File: src/rtl/rf_write_arbiter.sv
// rf_write_arbiter
//   Round-robin arbiter that shares one register-file write port among NREQ
//   requesters (execute / load / CSR writers). The winner's address and data
//   are registered onto the write port along with a one-hot grant. The word is
//   held while the port stalls.
//
//   State table:
//     state   | meaning
//     S_IDLE  | no word on the write port, o_gnt == 0
//     S_ISSUE | word on the write port, o_gnt one-hot names its owner
//
//   Ports:
//     i_clk, i_rst   clock (rising edge); asynchronous active-high reset
//     i_req          per-requester write request, held until its o_done cycle
//     i_addr/i_data  packed per-requester address/data, requester k at slot k
//     i_busy         write-port stall; nothing completes while high
//     o_gnt          registered one-hot owner of the current output word
//     o_done         combinational: owner whose transfer completes this cycle
//     o_we           registered write enable (0 for dropped address-0 writes)
//     o_waddr/o_wdata registered write address/data
module rf_write_arbiter #(
   parameter int NREQ      = 4,
   parameter int AW        = 5,
   parameter int DW        = 32,
   parameter int ZERO_DROP = 1
) (
   input  logic              i_clk,
   input  logic              i_rst,
   input  logic [NREQ-1:0]   i_req,
   input  logic [NREQ*AW-1:0] i_addr,
   input  logic [NREQ*DW-1:0] i_data,
   input  logic              i_busy,
   output logic [NREQ-1:0]   o_gnt,
   output logic [NREQ-1:0]   o_done,
   output logic              o_we,
   output logic [AW-1:0]     o_waddr,
   output logic [DW-1:0]     o_wdata
);

   localparam int PW = (NREQ > 1) ? $clog2(NREQ) : 1;

   typedef enum logic {
      S_IDLE  = 1'b0,
      S_ISSUE = 1'b1
   } state_t;

   state_t          state_q, state_d;
   logic [PW-1:0]   ptr_q, ptr_d;
   logic [NREQ-1:0] gnt_q, gnt_d;
   logic            we_q, we_d;
   logic [AW-1:0]   waddr_q, waddr_d;
   logic [DW-1:0]   wdata_q, wdata_d;

   logic [NREQ-1:0] done;
   logic [NREQ-1:0] elig;
   logic [PW-1:0]   owner;
   logic [PW-1:0]   owner_inc;
   logic [PW-1:0]   search_ptr;
   logic [PW-1:0]   win;
   logic            win_vld;
   logic [AW-1:0]   sel_addr;
   logic [DW-1:0]   sel_data;

   // The completing owner is masked so a requester that keeps i_req high
   // cannot be re-granted on the same edge that retires its word.
   assign done = gnt_q & {NREQ{~i_busy}};
   assign elig = i_req & ~done;

   always_comb begin
      owner = '0;
      for (int k = 0; k < NREQ; k++) begin
         if (gnt_q[k]) owner = PW'(k);
      end
   end

   assign owner_inc = (owner == PW'(NREQ - 1)) ? '0 : owner + PW'(1);

   // A back-to-back issue searches from the pointer that is being written on
   // this same edge, not from the stale ptr_q.
   assign search_ptr = (state_q == S_ISSUE) ? owner_inc : ptr_q;

   always_comb begin
      logic [PW-1:0] cand;
      win_vld = 1'b0;
      win     = '0;
      cand    = '0;
      for (int i = 0; i < NREQ; i++) begin
         cand = PW'((int'(search_ptr) + i) % NREQ);
         if (!win_vld && elig[cand]) begin
            win_vld = 1'b1;
            win     = cand;
         end
      end
   end

   always_comb begin
      sel_addr = '0;
      sel_data = '0;
      for (int k = 0; k < NREQ; k++) begin
         if (win == PW'(k)) begin
            sel_addr = i_addr[k*AW +: AW];
            sel_data = i_data[k*DW +: DW];
         end
      end
   end

   always_comb begin
      state_d = state_q;
      ptr_d   = ptr_q;
      gnt_d   = gnt_q;
      we_d    = we_q;
      waddr_d = waddr_q;
      wdata_d = wdata_q;

      case (state_q)
         S_IDLE: begin
            if (win_vld) begin
               state_d    = S_ISSUE;
               gnt_d      = '0;
               gnt_d[win] = 1'b1;
               we_d       = !((ZERO_DROP != 0) && (sel_addr == '0));
               waddr_d    = sel_addr;
               wdata_d    = sel_data;
            end
         end
         S_ISSUE: begin
            if (!i_busy) begin
               ptr_d = owner_inc;
               if (win_vld) begin
                  gnt_d      = '0;
                  gnt_d[win] = 1'b1;
                  we_d       = !((ZERO_DROP != 0) && (sel_addr == '0));
                  waddr_d    = sel_addr;
                  wdata_d    = sel_data;
               end else begin
                  state_d = S_IDLE;
                  gnt_d   = '0;
                  we_d    = 1'b0;
               end
            end
         end
         default: state_d = S_IDLE;
      endcase
   end

   always_ff @(posedge i_clk or posedge i_rst) begin
      if (i_rst) begin
         state_q <= S_IDLE;
         ptr_q   <= '0;
         gnt_q   <= '0;
         we_q    <= 1'b0;
         waddr_q <= '0;
         wdata_q <= '0;
      end else begin
         state_q <= state_d;
         ptr_q   <= ptr_d;
         gnt_q   <= gnt_d;
         we_q    <= we_d;
         waddr_q <= waddr_d;
         wdata_q <= wdata_d;
      end
   end

   assign o_gnt   = gnt_q;
   assign o_done  = done;
   assign o_we    = we_q;
   assign o_waddr = waddr_q;
   assign o_wdata = wdata_q;

endmodule

File: config.mk
export PLATFORM = sky130hd
export DESIGN_NAME = rf_write_arbiter
export DESIGN_NICKNAME = d
export VERILOG_FILES = /design/src/rtl/rf_write_arbiter.sv
export SDC_FILE = /design/constraint.sdc
export NUM_CORES = 1
export LEC_CHECK = 0
export CORE_MARGIN = 3
export CORE_UTILIZATION = 37
export DETAILED_ROUTE_END_ITERATION = 12
export GPL_TIMING_DRIVEN = 0
export PLACE_DENSITY = 0.82
export SLEW_MARGIN = 20
export SYNTH_ARGS = -nofsm -noshare
export SYNTH_HDL_FRONTEND = slang
export SYNTH_SLANG_ARGS = --single-unit
File: constraint.sdc
create_clock -name i_clk -period 3 [get_ports i_clk]
set_input_delay 0.9 -clock i_clk [delete_from_list [all_inputs] [get_ports i_clk]]
set_output_delay 0.9 -clock i_clk [all_outputs]
set_load 0.02 [all_outputs]
==> run metrics <==
run status completed; delay of the slowest critical-path stage 510 ps; Initial DRC Count 203; Pleak 2.54 nW; CTS buffer count 5; final wirelength 12.4 mm; clock slew at reported path FFs 90 ps; number of buffers added on ports 200; worst-path cell chain clkdlybuf4s50_1, inv_2, o211a_1, and3_1, or3_1, clkbuf_4, a211oi_2, o22ai_1, o41a_1; crit-path max FO 9; max-cap violations 0; hold path startpoint o_wdata[2]; Nets 789; number of global-route vias before repair just under 4000; met3 Resource Use GR between 6 and 7%; Hold Crit Class reg2reg; Final WS setup 47.8 ps; first-pass GRT wire length 19.3 mm; area of the die 9470 um2; Critical Path RT 3180 ps; starting density of the core 38.9%; drt wl/cell 16.8 um; GR peak layer met2; Final HPWL DP 9.89 mm; kind of critical path in2reg; Final Max Tran Viols 0; register area share after synthesis a little over a third; largest net degree at the start of global routing 28; Core ar. 7930 um2; synth warn 0; Post-Place Setup Slack -710 ps; Clk Latency, worst-skew pair a little under 300 ps; Slowest cell on crit path clkdlybuf4s50_1; pwr dens 972 nW/um2; DRC errors left 0; clock skew 6.54 ps; row cnt 32; hold path endpoint o_wdata[2]; Worst R2R Setup Slack 250 ps; crit share post-route 98.4%; leading cell types in the layout, fill and taps excluded 196 x clkdlybuf4s50_1, 160 x nand2_1, 59 x and3_1; Hold Vio Cnt, Final 0; commonest non-fill, non-tap cell in the layout clkdlybuf4s50_1; worst r2r dst o_we; H-tree depth 2; grt met2 use between 40 and 50%; Worst Tran Pin Value 556 ps; largest cells by area after synthesis dfrtp_1 37%, nand2_1 19%, and3_1 12%; count of unique library cells instantiated by Yosys 41; leading area contributor after synthesis dfrtp_1; Final ANT Viol Nets 0; Mapped Area about 3100 um2; CTS Root Cell clkbuf_8; crit end category flip-flop; area grow syn2layout 79.3%; gr usage total 25.2%; M1 GR Usage 29.8%; Vias/cell roughly 5.3; hold path depth 2; syn_nets around 570; # diodes 0; top cell type's share of synthesized area 36.5%; 1st-pass router iterations 4; Syn Inst Count 416; FF+latch count, synth 45; gpl congestion just over 0.9; IO Pins ~200; Die H roughly 97 um; initial antenna violation count 0; Fmax 339 MHz; vias roughly 4000; Worst VDD drop 0.570 mV; final setup vio count 0; Slew Limit Headroom 62.8%; CTS Buffer Depth 2; Final min period 2950 ps; Final TNS setup 0 ps; worst path arrival time 3130 ps; FF-to-FF Start o_gnt[3]; Mapped Avg Cell Area 7.41 um2; Reg2Reg Depth 8; CTS Sinks 45; Fill cells 654; grt ovf 0; CTS tree built; Tot Pwr 0.00537 W; Die Span X 97.3 um; share of layout cells above drive strength 1 10.6%; Worst setup SP type input pin
critical path, delay by kind of cell:
family          cells  cell delay [ps]
simple gates        2              540
buf+inv             3              810
compound gates      4              880
Yosys cell counts:
cell type and n:
nand2_1 160, and3_1 59, dfrtp_1 45, o31ai_1 33, clkbuf_1 19, buf_2 9
a21oi_1 8, nand2b_1 8, inv_1 7, mux2i_1 6, nor2_1 6, o21ai_0 6
a21o_1 5, a31oi_1 5, a211oi_1 4, nand3_1 4, mux2_2 2, o2111ai_2 2
o211a_1 2, o211ai_1 2, o21ai_1 2, o22ai_1 2, o2bb2ai_1 2, a211o_1 1
a221o_1 1, a2bb2oi_1 1, and2_1 1, and2b_1 1, buf_1 1, nand2_2 1
nand4b_1 1, nor2_2 1, nor2b_1 1, nor2b_2 1, nor3_2 1, o21a_1 1
o221a_2 1, o221ai_1 1, o22ai_2 1, o41a_1 1, or3_1 1
power by group:
part / switching, W / internal [W] / total, W
Sequential: 0.000182 / 0.000897 / 0.00108
Combinational: 0.00212 / 0.00182 / 0.00393
Clock: 0.000201 / 0.000162 / 0.000363
Total: 0.00250 / 0.00287 / 0.00537
registers in the layout, summed over array words and instances, names as in the netlist:
register  count
o_gnt         4
o_waddr       5
o_wdata      32
o_we          1
ptr_q         2
state_q       1
through the flow:
step	hold WS, ps	instance area (um2)	utilization (%)	instances
6_report	477	5530	69.8	737
5_1_grt	500	5530	69.8	737
4_1_cts	484	5390	67.9	729
3_5_place_dp	465	5230	66.0	719
3_3_place_gp	459	5210	65.8	718
2_1_floorplan	449	3080	-	416
worst max-delay path by stage:
stage / slack [ps] / depth (start not counted) / start / to
2_1_floorplan: 120 / 7 / i_busy / o_we
3_3_place_gp: -680 / 9 / i_busy / o_wdata[1]
3_5_place_dp: -710 / 9 / i_busy / o_wdata[0]
4_1_cts: 8 / 11 / i_req[1] / o_wdata[16]
5_1_grt: -20 / 10 / i_req[3] / o_we
6_report: 50 / 9 / i_req[3] / o_we
metal layers:
layer | routed length [um] | part of all wire, %
met3 | 1120 | 9.0
met4 | 167 | 1.4
met5 | 0 | 0
met2 | 6150 | 50
met1 | 4930 | 40
cell type report:
class                      count  area (um2)  area share, %
buffer                        29         166           3.01
clock buffer                   6        72.6           1.31
clock inverter                 2        10.0          0.181
inverter                       7        26.3          0.475
multi-input combinational    335        1910           34.5
sequential                    45        1130           20.4
tap                          102         128           2.31
timing repair buffer         211        2090           37.8
kinds of logic after synthesis:
| kind of cell | count (synthesis) | share of synthesized area (%) |
|---|---|---|
| multiplexers | 8 | 2.68 |
| buffers and inverters | 36 | 4.75 |
| flip-flops | 45 | 36.5 |
| AND/OR/NAND/NOR | 246 | 36.6 |
| AO/OA/AOI/OAI | 81 | 19.5 |
timing repair:
action,CTS,global route
pin swaps,0,5
hold buffers,0,0
resized for setup,22,42
setup buffers,2,8
endpoints found under the setup margin,44,39
cloned,0,0
No activity file was read; power rests on OpenSTA's default activity.
